--- config.mk ---
export PLATFORM = sky130hd
export DESIGN_NAME = usr_burst_shift
export DESIGN_NICKNAME = d
export VERILOG_FILES = /design/src/rtl/usr_pkg.sv /design/src/rtl/usr_shift_step.sv /design/src/rtl/usr_burst_shift.sv
export SDC_FILE = /design/constraint.sdc
export NUM_CORES = 1
export LEC_CHECK = 0
export CAP_MARGIN = 20
export CORE_AREA = 5 5 48 50
export DETAILED_ROUTE_END_ITERATION = 8
export DIE_AREA = 0 0 53 55
export GPL_ROUTABILITY_DRIVEN = 0
export PLACE_DENSITY = 0.83
export SYNTH_ARGS = -nofsm -noshare
export SYNTH_HDL_FRONTEND = slang
export SYNTH_SLANG_ARGS = --single-unit
--- constraint.sdc ---
create_clock -name clk -period 1.11 [get_ports clk]
set_input_delay 0.222 -clock clk [delete_from_list [all_inputs] [get_ports clk]]
set_output_delay 0.222 -clock clk [all_outputs]
set_load 0.05 [all_outputs]
--- src/rtl/usr_pkg.sv ---
// usr_pkg: shared op-code and FSM state types
// for the usr_burst_shift register family.
package usr_pkg;

   typedef enum logic [2:0] {
      HOLD = 3'b000,
      SHR  = 3'b001,
      SHL  = 3'b010,
      LOAD = 3'b011,
      ROR  = 3'b100,
      ROL  = 3'b101,
      ASR  = 3'b110,
      CLR  = 3'b111
   } usr_op_e;

   typedef enum logic {
      IDLE = 1'b0,
      RUN  = 1'b1
   } usr_state_e;

endpackage

--- src/rtl/usr_shift_step.sv ---
// usr_shift_step: combinational next-value
// function of the universal shift register.
module usr_shift_step
   import usr_pkg::*;
#(
   parameter int WIDTH = 8,
   parameter int STEP  = 1
) (
   input  logic [WIDTH-1:0] q,
   input  usr_op_e          op,
   input  logic [WIDTH-1:0] d,
   input  logic [STEP-1:0]  sr_din,
   input  logic [STEP-1:0]  sl_din,
   output logic [WIDTH-1:0] q_nxt
);

   // select the next register value for the given op
   always_comb begin
      q_nxt = q;
      unique case (op)
         HOLD: q_nxt = q;
         SHR:  q_nxt = {sr_din, q[WIDTH-1:STEP]};
         SHL:  q_nxt = {q[WIDTH-STEP-1:0], sl_din};
         LOAD: q_nxt = d;
         ROR:  q_nxt = {q[STEP-1:0], q[WIDTH-1:STEP]};
         ROL:  q_nxt = {q[WIDTH-STEP-1:0], q[WIDTH-1 -: STEP]};
         ASR:  q_nxt = {{STEP{q[WIDTH-1]}}, q[WIDTH-1:STEP]};
         CLR:  q_nxt = '0;
      endcase
   end

endmodule

--- src/rtl/usr_burst_shift.sv ---
// usr_burst_shift: parametrised universal shift register.
// Define USR_BURST_EN to build the self-timed burst engine.
module usr_burst_shift
   import usr_pkg::*;
#(
   parameter int WIDTH = 8,
   parameter int STEP  = 1,
   parameter int CW    = $clog2(WIDTH+1)
) (
   input  logic             clk,
   input  logic             reset_n,
   input  logic [2:0]       op,
   input  logic [WIDTH-1:0] d,
   input  logic [STEP-1:0]  sr_din,
   input  logic [STEP-1:0]  sl_din,
   input  logic             start,
   input  logic             burst_dir,
   input  logic [CW-1:0]    burst_cnt,
   output logic [WIDTH-1:0] q,
   output logic [STEP-1:0]  right_dout,
   output logic [STEP-1:0]  left_dout,
   output logic             busy,
   output logic             done
);

   logic [WIDTH-1:0] q_nxt;
   usr_op_e          op_eff;

   usr_shift_step #(
      .WIDTH (WIDTH),
      .STEP  (STEP)
   ) u_step (
      .q      (q),
      .op     (op_eff),
      .d      (d),
      .sr_din (sr_din),
      .sl_din (sl_din),
      .q_nxt  (q_nxt)
   );

   assign right_dout = q[STEP-1:0];
   assign left_dout  = q[WIDTH-1 -: STEP];

`ifdef USR_BURST_EN

   usr_state_e    state;
   logic          dir_q;
   logic [CW-1:0] remaining;
   logic          accept;

   assign accept = (state == IDLE) && start
                 && (burst_cnt != '0);

   // in RUN the latched direction overrides op
   always_comb begin
      op_eff = usr_op_e'(op);
      if (state == RUN)
         op_eff = dir_q ? SHL : SHR;
   end

   // burst FSM with registered q, busy and done
   always_ff @(posedge clk) begin
      if (!reset_n) begin
         state     <= IDLE;
         q         <= '0;
         busy      <= 1'b0;
         done      <= 1'b0;
         dir_q     <= 1'b0;
         remaining <= '0;
      end else begin
         done <= 1'b0;
         unique case (state)
            IDLE: begin
               if (accept) begin
                  state     <= RUN;
                  busy      <= 1'b1;
                  dir_q     <= burst_dir;
                  remaining <= burst_cnt;
               end else begin
                  q <= q_nxt;
               end
            end
            RUN: begin
               q         <= q_nxt;
               remaining <= remaining - CW'(1);
               if (remaining == CW'(1)) begin
                  state <= IDLE;
                  busy  <= 1'b0;
                  done  <= 1'b1;
               end
            end
         endcase
      end
   end

`else

   logic unused_burst;
   assign unused_burst = ^{start, burst_dir, burst_cnt};

   assign op_eff = usr_op_e'(op);
   assign busy   = 1'b0;
   assign done   = 1'b0;

   // op is applied on every cycle
   always_ff @(posedge clk) begin
      if (!reset_n)
         q <= '0;
      else
         q <= q_nxt;
   end

`endif

endmodule

Word level (Yosys, flattened, before mapping)
Index checks and enable logic that the tools add are counted.
- output and inout bits: 12
- memories kept: 0
- input port bits: 21
- memory bits (read-only): 0
- logic and storage cells: 14
- bits in registers: 8
- bits in writable memories: 0
- latch bits: 0
- equality and inequality tests: 7
- divide/modulo/power cells: 0
- bitwise gates (word level): 2
- mux-type cells: 1
- $mul: 0
- shifts and indexed selects: 0
- order comparisons: 0
- reduce and logical (&&, ||, !) cells: 2
- add/subtract/negate cells: 0
- operators by type and width (cell ; count):
    $pmux W8 S7 ; 1
    $eq A3 B3 Y1 const B ; 4
    $eq A3 B2 Y1 const B ; 2
    $eq A3 B1 Y1 const B ; 1
    $logic_not A3 Y1 ; 1
    $not A1 Y1 ; 2
    $reduce_and A2 Y1 ; 1

Depth between registers and ports, before layout
- word-level depth: 3
- mapped depth: 5
- depth with buffers taken out: 4

Cells and area by module
From an unflattened synthesis, not the netlist that was laid out.
- cell total of the unflattened synthesis: 89
- area total of the unflattened synthesis: 726.9 um^2
- modules (own cells, without submodules) (module ; seq. area each (um^2) ; instances ; area each (um^2) ; cells an instance):
    usr_shift_step ; 0.0 ; 1 ; 483.0 ; 68
    usr_burst_shift ; 160.2 ; 1 ; 244.0 ; 21

Worst setup path before layout
OpenSTA, ideal clock, no wires.
- kind: register to register
- start: reg q[0]
- end: reg q[7]
- data required time: 1040 ps
- arrival: 1126 ps
- clock period less this slack: 1196 ps
- cell stages (with the launch flop): 5
- path slack: -86 ps
- path buffers: 0
- setup time: 70 ps
- path through: dfxtp_1 -> inv_1 -> o211ai_1 -> o211ai_1 -> a21boi_1
- word-level cells in the longest chain between the ends: 1
- RTL lines (element ; line ; source):
    start: declaration ; usr_burst_shift.sv:19 ; output logic [WIDTH-1:0] q,
    start signal: assignment ; usr_burst_shift.sv:110 ; q <= q_nxt;
    $pmux W8 S7 ; usr_shift_step.sv:20 ; unique case (op)
No other way between the ends.
A chain may end at the register's enable or synchronous reset.

Worst setup path after layout
- start: reg q[2]
- end: out q[2]
No word-level cell between the ends.

==> metrics.csv <==
metric;value;unit
grt_antenna_before_repair;0;
rsz0062_at_grt;no;
critical_path.top_delay_family;flip-flops;
max_cap_viol_count;0;
hold_depth;3;
wirelength;1.648;mm
dp_worst_setup_slack;-0.5640;ns
hold_violations;0;
grt_start_max_net_pins;9;
hold_buffers;0;
worst_setup_path_start_kind;flip-flop;
peakVddDrop;0.0006739;V
r2r_cells;4;
antenna_cells;0;
firstDrtPassIters;2;
dieHeight;55;um
p_per_area;1034;nW/um2
crit_required;0.89;ns
die_w;53;um
cts_made_buffers;3;
netlist_area;563.0;um2
fin_tns_setup;0;ns
netlist_instances;73;
outcome;complete, no violations;
worst-path-max-fanout;4;
fin_skew;0.001139;ns
worstSetupEndpointType;primary output;
ys_seq_elements;8;
worst-setup-path-type;flip-flop to primary output;
reg_top3;q (8);
max_freq;924.6;MHz
finalCritPeriodShare;0.9744;
syn_to_final_growth;79.78;%
layout_common_cells;14 x nor2_1, 10 x clkdlybuf4s50_1, 10 x buf_12;
clock_insertion_delay_worst_skew;0.25;ns
drv_slew;0;
ys_warn_count;0;
initial_utilization;0.3024;
drcViolationCount;0;
ant_nets;0;
timing.final.ws_setup;0.02842;ns
overflow;0;
seqPwrFrac;0.345;
wl_per_cell;12.98;um
power_switching;379.1;uW
pwr-share-clk;0.221;
arrival;0.86;ns
grt.total_usage;0.1136;
num-nets-final;123;
cpPeakStageDelay;0.43;ns
dp_hpwl;1.197;mm
power;1.046;mW
syn_avg_cell_area;7.713;um2
synth_cell_type_count;25;
seq_area_frac_synth;0.2844;
nFillCells;159;
grt_first_pass_wirelength;2.373;mm
final_util;0.5437;
cts_max_path_buffers;2;
fin_cells;127;
clk_pin_slew_worst_paths;0.06;ns
rows;16;
drive_gt1_frac;0.3700;
grt_pass1_vias;575;
worst_path_max_delay_cell;dfxtp_1;
clock_sinks;8;
top_register;q;
worst-path-stages;1;
cts_root_buf;clkbuf_4;
path_buf_inv;1;
fin_crit;1.082;ns
io_pins;33;
largest_register_ffs;8;
intPower;667.1;uW
regArea;167.7;um2
setup_violations;0;
final_common_cell;nor2_1;
dieArea;2915;um2
vias_per_cell;4.961;
p_leak;0.4257;nW
dp.cells;123;
path_cells;buf_12;
combPwrFrac;0.433;
core-area;1862;um2
portBuffers;24;
cts-htree-levels;1;
power.share.switching;0.3624;
hold_path.class;input port to flip-flop;
vias;630;
cts_tree;built;
drtIter0Drc;2;
multi_input_area;384.1;um2
timing repair:
action | 4_1_cts | 5_1_grt
endpoints found under the setup margin | 8 | 10
hold endpoints to repair | 0 | 0
resized for setup | 6 | 17
pin swaps | 0 | 1
buffers inserted | 1 | 0
kinds of logic after synthesis:
logic type	after synthesis	synth area share
other cells	1	0.006660
flops	8	0.2844
simple gates	33	0.2978
buf+inv	12	0.1378
compound gates	16	0.2200
mux	3	0.05334
final timing paths:
path                              start    to  slack [ns]
worst min-delay path            reset_n  q[0]        0.43
worst min register to register     q[6]  q[5]        0.54
worst max register to register     q[0]  q[7]        0.16
worst max-delay path               q[2]  q[2]        0.03
per-layer routing:
| metal | global-route usage | vias to the layer above | share of wire |
|---|---|---|---|
| li1 | - | 312 | - |
| met1 | 0.1288 | 295 | 0.44 |
| met2 | 0.1736 | 19 | 0.50 |
| met3 | 0.04021 | 4 | 0.043 |
| met4 | 0.08936 | 0 | 0.015 |
| met5 | 0 | - | 0 |
cells in the mapped netlist:
cell	count	share of area
nand2_1	2	0.013
nor3_1	6	0.053
nand4b_1	1	0.016
o211ai_1	2	0.027
a21boi_1	1	0.013
nand2b_1	1	0.011
buf_6	2	0.040
o22ai_1	1	0.011
o221ai_1	6	0.093
nor2b_1	3	0.033
o21a_1	1	0.013
a221oi_1	1	0.016
conb_1	1	0.0067
o41ai_1	1	0.016
inv_1	4	0.027
o21ai_0	2	0.018
or2b_1	1	0.013
buf_4	4	0.053
a211oi_1	1	0.013
buf_2	2	0.018
or3_1	1	0.011
and2b_1	4	0.053
dfxtp_1	8	0.28
nor2_1	14	0.093
mux2i_1	3	0.053
power groups by stage:
stage                     clock network (mW)  registers, mW  logic (mW)
after floorplan                            0          0.426       0.161
after global placement                     0          0.362       0.426
after detailed placement                   0          0.362       0.431
after CTS                              0.232          0.356       0.434
after global routing                   0.239          0.365       0.479
final                                  0.231          0.361       0.453
stage by stage:
step / cell area, um2 / hold slack, ns
after detailed placement: 932.1 / 0.5571
after global routing: 1012 / 0.4353
final: 1012 / 0.4290
after global placement: 932.1 / 0.5481
after CTS: 968.4 / 0.5650
after floorplan: 581.8 / 0.3351
cell type report:
type,count,share of cell area
clock buffers,3,0.02225
inverters,4,0.01483
multi-input cells,54,0.3795
flip-flops and latches,8,0.1656
well taps,27,0.03337
repair buffers,31,0.3844
(Power assumes the default switching activity.)
